[config.mk]
export PLATFORM = sky130hd
export DESIGN_NAME = sync_filter_reg
export DESIGN_NICKNAME = d
export VERILOG_FILES = /design/src/rtl/sync_filter_reg.sv
export SDC_FILE = /design/constraint.sdc
export NUM_CORES = 1
export LEC_CHECK = 0
export CAP_MARGIN = 20
export CORE_ASPECT_RATIO = 1.4
export CORE_MARGIN = 2
export CORE_UTILIZATION = 49
export DETAILED_ROUTE_END_ITERATION = 7
export PLACE_DENSITY = 0.81
export SYNTH_ARGS = -nofsm -noshare
export SYNTH_HDL_FRONTEND = slang
export SYNTH_SLANG_ARGS = --single-unit
[constraint.sdc]
create_clock -name fastClk -period 1.35 [get_ports fastClk]
set_input_delay 0.27 -clock fastClk [delete_from_list [all_inputs] [get_ports fastClk]]
set_output_delay 0.27 -clock fastClk [all_outputs]
set_load 0.01 [all_outputs]
[src/rtl/sync_filter_reg.sv]
// sync_filter_reg: multi-channel input synchronizer with per-channel glitch filter.
//
// Each asynchronous channel goes through a SYNC_STAGES flop chain. A stability
// counter then accepts a new value only after it has held for STABLE_CYCLES
// enabled cycles.
//
// Ports:
//   fastClk   - sole clock, rising edge
//   reset     - synchronous, active-low reset
//   enable    - filter/update enable (the sync chain always runs)
//   dataIn    - asynchronous channel inputs [NUM_CH]
//   dataOut   - filtered, synchronized channel values [NUM_CH]
//   rise      - one-cycle pulse per channel on a dataOut 0->1 [NUM_CH]
//   fall      - one-cycle pulse per channel on a dataOut 1->0 [NUM_CH]
//   anyChange - one-cycle pulse, OR of all rise|fall bits
//
// Build option: define SYNC_FILTER_EDGE_EN to build the rise/fall/anyChange
// logic. Without it these outputs are tied to 0, and dataOut behaves the same.
module sync_filter_reg #(
  parameter int unsigned NUM_CH        = 4,
  parameter int unsigned SYNC_STAGES   = 2,
  parameter int unsigned STABLE_CYCLES = 4
) (
  input  logic              fastClk,
  input  logic              reset,
  input  logic              enable,
  input  logic [NUM_CH-1:0] dataIn,
  output logic [NUM_CH-1:0] dataOut,
  output logic [NUM_CH-1:0] rise,
  output logic [NUM_CH-1:0] fall,
  output logic              anyChange
);

  localparam int unsigned CNT_W = $clog2(STABLE_CYCLES + 1);
  localparam logic [CNT_W-1:0] CntLast = CNT_W'(STABLE_CYCLES - 1);

  logic [NUM_CH-1:0] sync_q [SYNC_STAGES];
  logic [CNT_W-1:0]  cnt_q  [NUM_CH];
  logic [CNT_W-1:0]  cnt_d  [NUM_CH];
  logic [NUM_CH-1:0] out_d;
  logic [NUM_CH-1:0] cand;

  assign cand = sync_q[SYNC_STAGES-1];

  // Any return of cand to dataOut clears the count, so only an unbroken run
  // of STABLE_CYCLES differing enabled samples reaches dataOut.
  always_comb begin
    out_d = dataOut;
    for (int i = 0; i < NUM_CH; i++) begin
      cnt_d[i] = cnt_q[i];
      if (enable) begin
        if (cand[i] == dataOut[i]) begin
          cnt_d[i] = '0;
        end else if (cnt_q[i] == CntLast) begin
          out_d[i] = cand[i];
          cnt_d[i] = '0;
        end else begin
          cnt_d[i] = cnt_q[i] + CNT_W'(1);
        end
      end
    end
  end

  always_ff @(posedge fastClk) begin
    if (!reset) begin
      for (int k = 0; k < SYNC_STAGES; k++) begin
        sync_q[k] <= '0;
      end
      for (int i = 0; i < NUM_CH; i++) begin
        cnt_q[i] <= '0;
      end
      dataOut <= '0;
    end else begin
      sync_q[0] <= dataIn;
      for (int k = 1; k < SYNC_STAGES; k++) begin
        sync_q[k] <= sync_q[k-1];
      end
      cnt_q   <= cnt_d;
      dataOut <= out_d;
    end
  end

`ifdef SYNC_FILTER_EDGE_EN
  logic [NUM_CH-1:0] change;
  logic [NUM_CH-1:0] rise_q;
  logic [NUM_CH-1:0] fall_q;
  logic              any_q;

  assign change = out_d ^ dataOut;

  // Registered alongside dataOut so each pulse coincides with the first
  // cycle the new value is visible.
  always_ff @(posedge fastClk) begin
    if (!reset) begin
      rise_q <= '0;
      fall_q <= '0;
      any_q  <= 1'b0;
    end else begin
      rise_q <= change & out_d;
      fall_q <= change & ~out_d;
      any_q  <= |change;
    end
  end

  assign rise      = rise_q;
  assign fall      = fall_q;
  assign anyChange = any_q;
`else
  assign rise      = '0;
  assign fall      = '0;
  assign anyChange = 1'b0;
`endif

endmodule
==> run_summary.xml <==
<?xml version="1.0" encoding="UTF-8"?>
<metrics>
  <group name="timing">
    <metric name="hold_viol" unit="">0</metric>
    <metric name="setup_violations" unit="">0</metric>
    <metric name="final.period_utilization" unit="">0.920</metric>
    <metric name="period_minus_slack" unit="ns">1.24</metric>
    <metric name="rsz0062_at_grt" unit="">no</metric>
    <metric name="layout_setup_ws" unit="ns">0.108</metric>
    <metric name="slew_viol_final" unit="">0</metric>
    <metric name="achievable-frequency" unit="GHz">0.805</metric>
    <metric name="final.setup_skew" unit="ns">0.000488</metric>
  </group>
  <group name="yosys">
    <metric name="synthDominantAreaCellType" unit="">sky130_fd_sc_hd__dfxtp_1</metric>
    <metric name="synth_top_cells_by_count" unit="">24 x sky130_fd_sc_hd__dfxtp_1, 9 x sky130_fd_sc_hd__and2_1, 9 x sky130_fd_sc_hd__buf_4, 9 x sky130_fd_sc_hd__nor2b_1</metric>
    <metric name="synth-seq-area-share" unit="">0.479</metric>
    <metric name="largest_family_of_logic_cells_by_synthesized_area" unit="">simple AND/OR/NAND/NOR gates</metric>
    <metric name="post_synth.cell_area_avg" unit="um^2">10.6</metric>
    <metric name="synthAdderAreaFrac" unit="">0.0499</metric>
    <metric name="yosys.area_share.xor_xnor" unit="">0.0349</metric>
    <metric name="fraction_of_the_mapped_netlist_area_in_compound_gates" unit="">0.0599</metric>
    <metric name="yosys_register_bits" unit="">24</metric>
    <metric name="synth_largest_type_area_fraction" unit="">0.479</metric>
    <metric name="synthTopCellsByArea" unit="">sky130_fd_sc_hd__dfxtp_1 48%, sky130_fd_sc_hd__buf_4 6.7%, sky130_fd_sc_hd__and2_1 5.6%</metric>
    <metric name="yosys_most_used_dff" unit="">sky130_fd_sc_hd__dfxtp_1</metric>
    <metric name="yosys_warning_total" unit="">0</metric>
    <metric name="count_leader_synth" unit="">sky130_fd_sc_hd__dfxtp_1</metric>
    <metric name="synthSimpleGateAreaFrac" unit="">0.208</metric>
    <metric name="syn-instance-count" unit="">95</metric>
    <metric name="number_of_enable_type_register_cells_in_the_synthesized_netlist" unit="">0</metric>
    <metric name="muxShareOfSynthArea" unit="">0.0736</metric>
    <metric name="ys_types" unit="">24</metric>
    <metric name="async_reset_ff_frac" unit="">0</metric>
    <metric name="synth_cell_area" unit="um^2">1000</metric>
  </group>
  <group name="clock_tree">
    <metric name="clk_transition_reported_paths" unit="ns">0.12</metric>
    <metric name="h-tree-depth" unit="">1</metric>
    <metric name="tritoncts" unit="">done</metric>
    <metric name="clock_insertion_delay_worst_skew" unit="ns">0.31</metric>
    <metric name="cts.sink_count" unit="">24</metric>
    <metric name="clk_root_buffer_cell" unit="">sky130_fd_sc_hd__clkbuf_4</metric>
    <metric name="cts_made_buffers" unit="">3</metric>
    <metric name="clock_tree.buffer_depth" unit="">2</metric>
    <metric name="cts_setup_buffers" unit="">0</metric>
  </group>
  <group name="route">
    <metric name="dr_total_vias" unit="">626</metric>
    <metric name="wl_per_cell" unit="um">11.3</metric>
    <metric name="drt_drc_violations_left" unit="">0</metric>
    <metric name="dr.first_iter.drc_count" unit="">5</metric>
    <metric name="first_pass_iters" unit="">2</metric>
    <metric name="drtAntennaViolNets" unit="">0</metric>
    <metric name="routed_wl" unit="um">1430</metric>
    <metric name="detail_route.vias_per_cell" unit="">4.93</metric>
  </group>
  <group name="cells_and_area">
    <metric name="num-fill-cells" unit="">185</metric>
    <metric name="multi_input_area" unit="um^2">462</metric>
    <metric name="final_util" unit="">0.569</metric>
    <metric name="share_of_final_layout_standard_cells_stronger_than_drive_strength_1" unit="">0.113</metric>
    <metric name="fin_nets" unit="">119</metric>
    <metric name="area_delta_synth_final" unit="%">10.5</metric>
    <metric name="antennaDiodeCount" unit="">0</metric>
    <metric name="ff_latch_area" unit="um^2">484</metric>
  </group>
  <group name="setup_path">
    <metric name="worstPathBufferInverterCount" unit="">1</metric>
    <metric name="crit_path_cell_trace" unit="">dlygate4sd2_1</metric>
    <metric name="cpMaxStageDelayCell" unit="">sky130_fd_sc_hd__dfxtp_1</metric>
    <metric name="worstPathArrival" unit="ns">0.97</metric>
    <metric name="worstSetupStartpointType" unit="">flop</metric>
    <metric name="crit_path_max_incr_delay" unit="ns">0.38</metric>
    <metric name="path_class" unit="">flop to primary output</metric>
    <metric name="worst-path-max-fanout" unit="">3</metric>
    <metric name="endpoint_kind" unit="">primary output</metric>
    <metric name="cp_top_family" unit="">flip-flops</metric>
    <metric name="cp_data_required_time" unit="ns">1.08</metric>
  </group>
  <group name="floorplan">
    <metric name="placement_rows" unit="">19</metric>
    <metric name="die_h" unit="um">57.5</metric>
    <metric name="design.portCount" unit="">20</metric>
    <metric name="design.die.area" unit="um^2">2430</metric>
    <metric name="initial_utilization" unit="">0.515</metric>
    <metric name="core_region_area" unit="um^2">1950</metric>
    <metric name="die_width" unit="um">42.2</metric>
  </group>
  <group name="global_routing">
    <metric name="grt_usage" unit="">0.129</metric>
    <metric name="grt_pass1_vias" unit="">618</metric>
    <metric name="grt_pass1_wl" unit="um">2420</metric>
    <metric name="globalRouteOverflowTotal" unit="">0</metric>
    <metric name="pin_count_of_the_biggest_net_entering_global_routing" unit="">18</metric>
    <metric name="antenna_found_initial" unit="">0</metric>
  </group>
  <group name="place">
    <metric name="dp_slack" unit="ns">-0.128</metric>
    <metric name="gp_congestion" unit="">0.685</metric>
    <metric name="detailed_place_hpwl" unit="um">1070</metric>
    <metric name="port-buffer-count" unit="">10</metric>
  </group>
  <group name="power_and_ir_drop">
    <metric name="fin_total_pwr" unit="W">0.00111</metric>
    <metric name="power_density" unit="nW/um^2">997</metric>
    <metric name="leakagePower" unit="nW">0.512</metric>
    <metric name="ir_worst_vdd" unit="V">0.000671</metric>
  </group>
  <group name="run">
    <metric name="max_cap_viol_count" unit="">0</metric>
  </group>
  <group name="min_path">
    <metric name="min-delay-path-class" unit="">flop to flop</metric>
  </group>
  <group name="run_status">
    <metric name="status" unit="">finished clean</metric>
  </group>
</metrics>
## sequential cells by signal (all words and copies together) (netlist names)
| name | count |
|---|---|
| dataOut | 4 |
| sync_q | 8 |
| cnt_q | 12 |
## routing by layer
| layer | track usage | up-vias | part of all wire |
|---|---|---|---|
| met5 | 0 | - | 0 |
| met4 | 0.0714 | 0 | 0.025 |
| met3 | 0.0190 | 5 | 0.031 |
| met2 | 0.235 | 12 | 0.52 |
| met1 | 0.139 | 286 | 0.43 |
| li1 | - | 323 | - |
## metrics by stage
step	hold slack [ns]	cells	TNS, ns	instance area, um^2
final	0.445	127	0	1110
after global routing	0.460	127	0	1110
after CTS	0.452	127	0	1110
after detailed placement	0.423	124	-1.13	1090
after global placement	0.415	124	-0.729	1090
after floorplan	0.397	103	0	1030
## path summary, 6_finish.rpt
check                    start      endpoint  slack [ns]  depth (start not counted)
setup / recovery    dataOut[2]    dataOut[2]        0.11                          1
setup reg to reg      cnt_q[3]      cnt_q[3]        0.20                          4
hold / removal    sync_q[0][0]  sync_q[0][4]        0.45                          1
hold reg to reg   sync_q[0][0]  sync_q[0][4]        0.45                          1
## what timing repair did
| item | CTS | global route |
|---|---|---|
| setup endpoints to repair | 4 | 0 |
| resized for setup | 7 | 0 |
| hold buffers | 0 | 0 |
## cell families (layout without fill, tap and decap cells)
logic type,after synthesis,after routing
buffers and inverters,13,16
adders and majority gates,4,4
DFF,24,24
and+or+nand+nor,33,33
AOI/OAI and AO/OA,9,9
muxes,7,7
other,1,9
xor gates and xnor gates,4,4
## cells in the final DEF (no fill, tap or decap)
cell                               n
sky130_fd_sc_hd__a22o_1            3
sky130_fd_sc_hd__and2_1            9
sky130_fd_sc_hd__conb_1            9
sky130_fd_sc_hd__nand2_2           1
sky130_fd_sc_hd__o21a_1            1
sky130_fd_sc_hd__and2b_1           1
sky130_fd_sc_hd__inv_1             1
sky130_fd_sc_hd__nor3_1            3
sky130_fd_sc_hd__mux2i_1           4
sky130_fd_sc_hd__ha_1              4
sky130_fd_sc_hd__nor2b_1           9
sky130_fd_sc_hd__o21ai_0           4
sky130_fd_sc_hd__xnor2_1           4
sky130_fd_sc_hd__dlygate4sd2_1     4
sky130_fd_sc_hd__dfxtp_2           3
sky130_fd_sc_hd__clkdlybuf4s50_1   6
sky130_fd_sc_hd__nand2_1           1
sky130_fd_sc_hd__clkbuf_4          3
sky130_fd_sc_hd__buf_4             2
sky130_fd_sc_hd__dfxtp_1          21
sky130_fd_sc_hd__o22ai_1           1
sky130_fd_sc_hd__mux2_2            3
sky130_fd_sc_hd__nor4b_1           1
sky130_fd_sc_hd__and3_1            4
sky130_fd_sc_hd__nand3b_1          4
## power by group
part / internal, W / total, W / switching, W
Combinational: 0.0000371 / 0.0000741 / 0.0000369
Sequential: 0.000722 / 0.000729 / 0.00000634
Clock: 0.000104 / 0.000303 / 0.000199
Total: 0.000864 / 0.00111 / 0.000242
## final cells by class
type,instances,share of cell area
Clock buffer,3,0.0203
Timing Repair Buffer,12,0.0993
Sequential cell,24,0.437
Multi-Input combinational cell,66,0.416
Inverter,1,0.00339
Tap cell,21,0.0237
No activity file was read; power rests on OpenSTA's default activity.
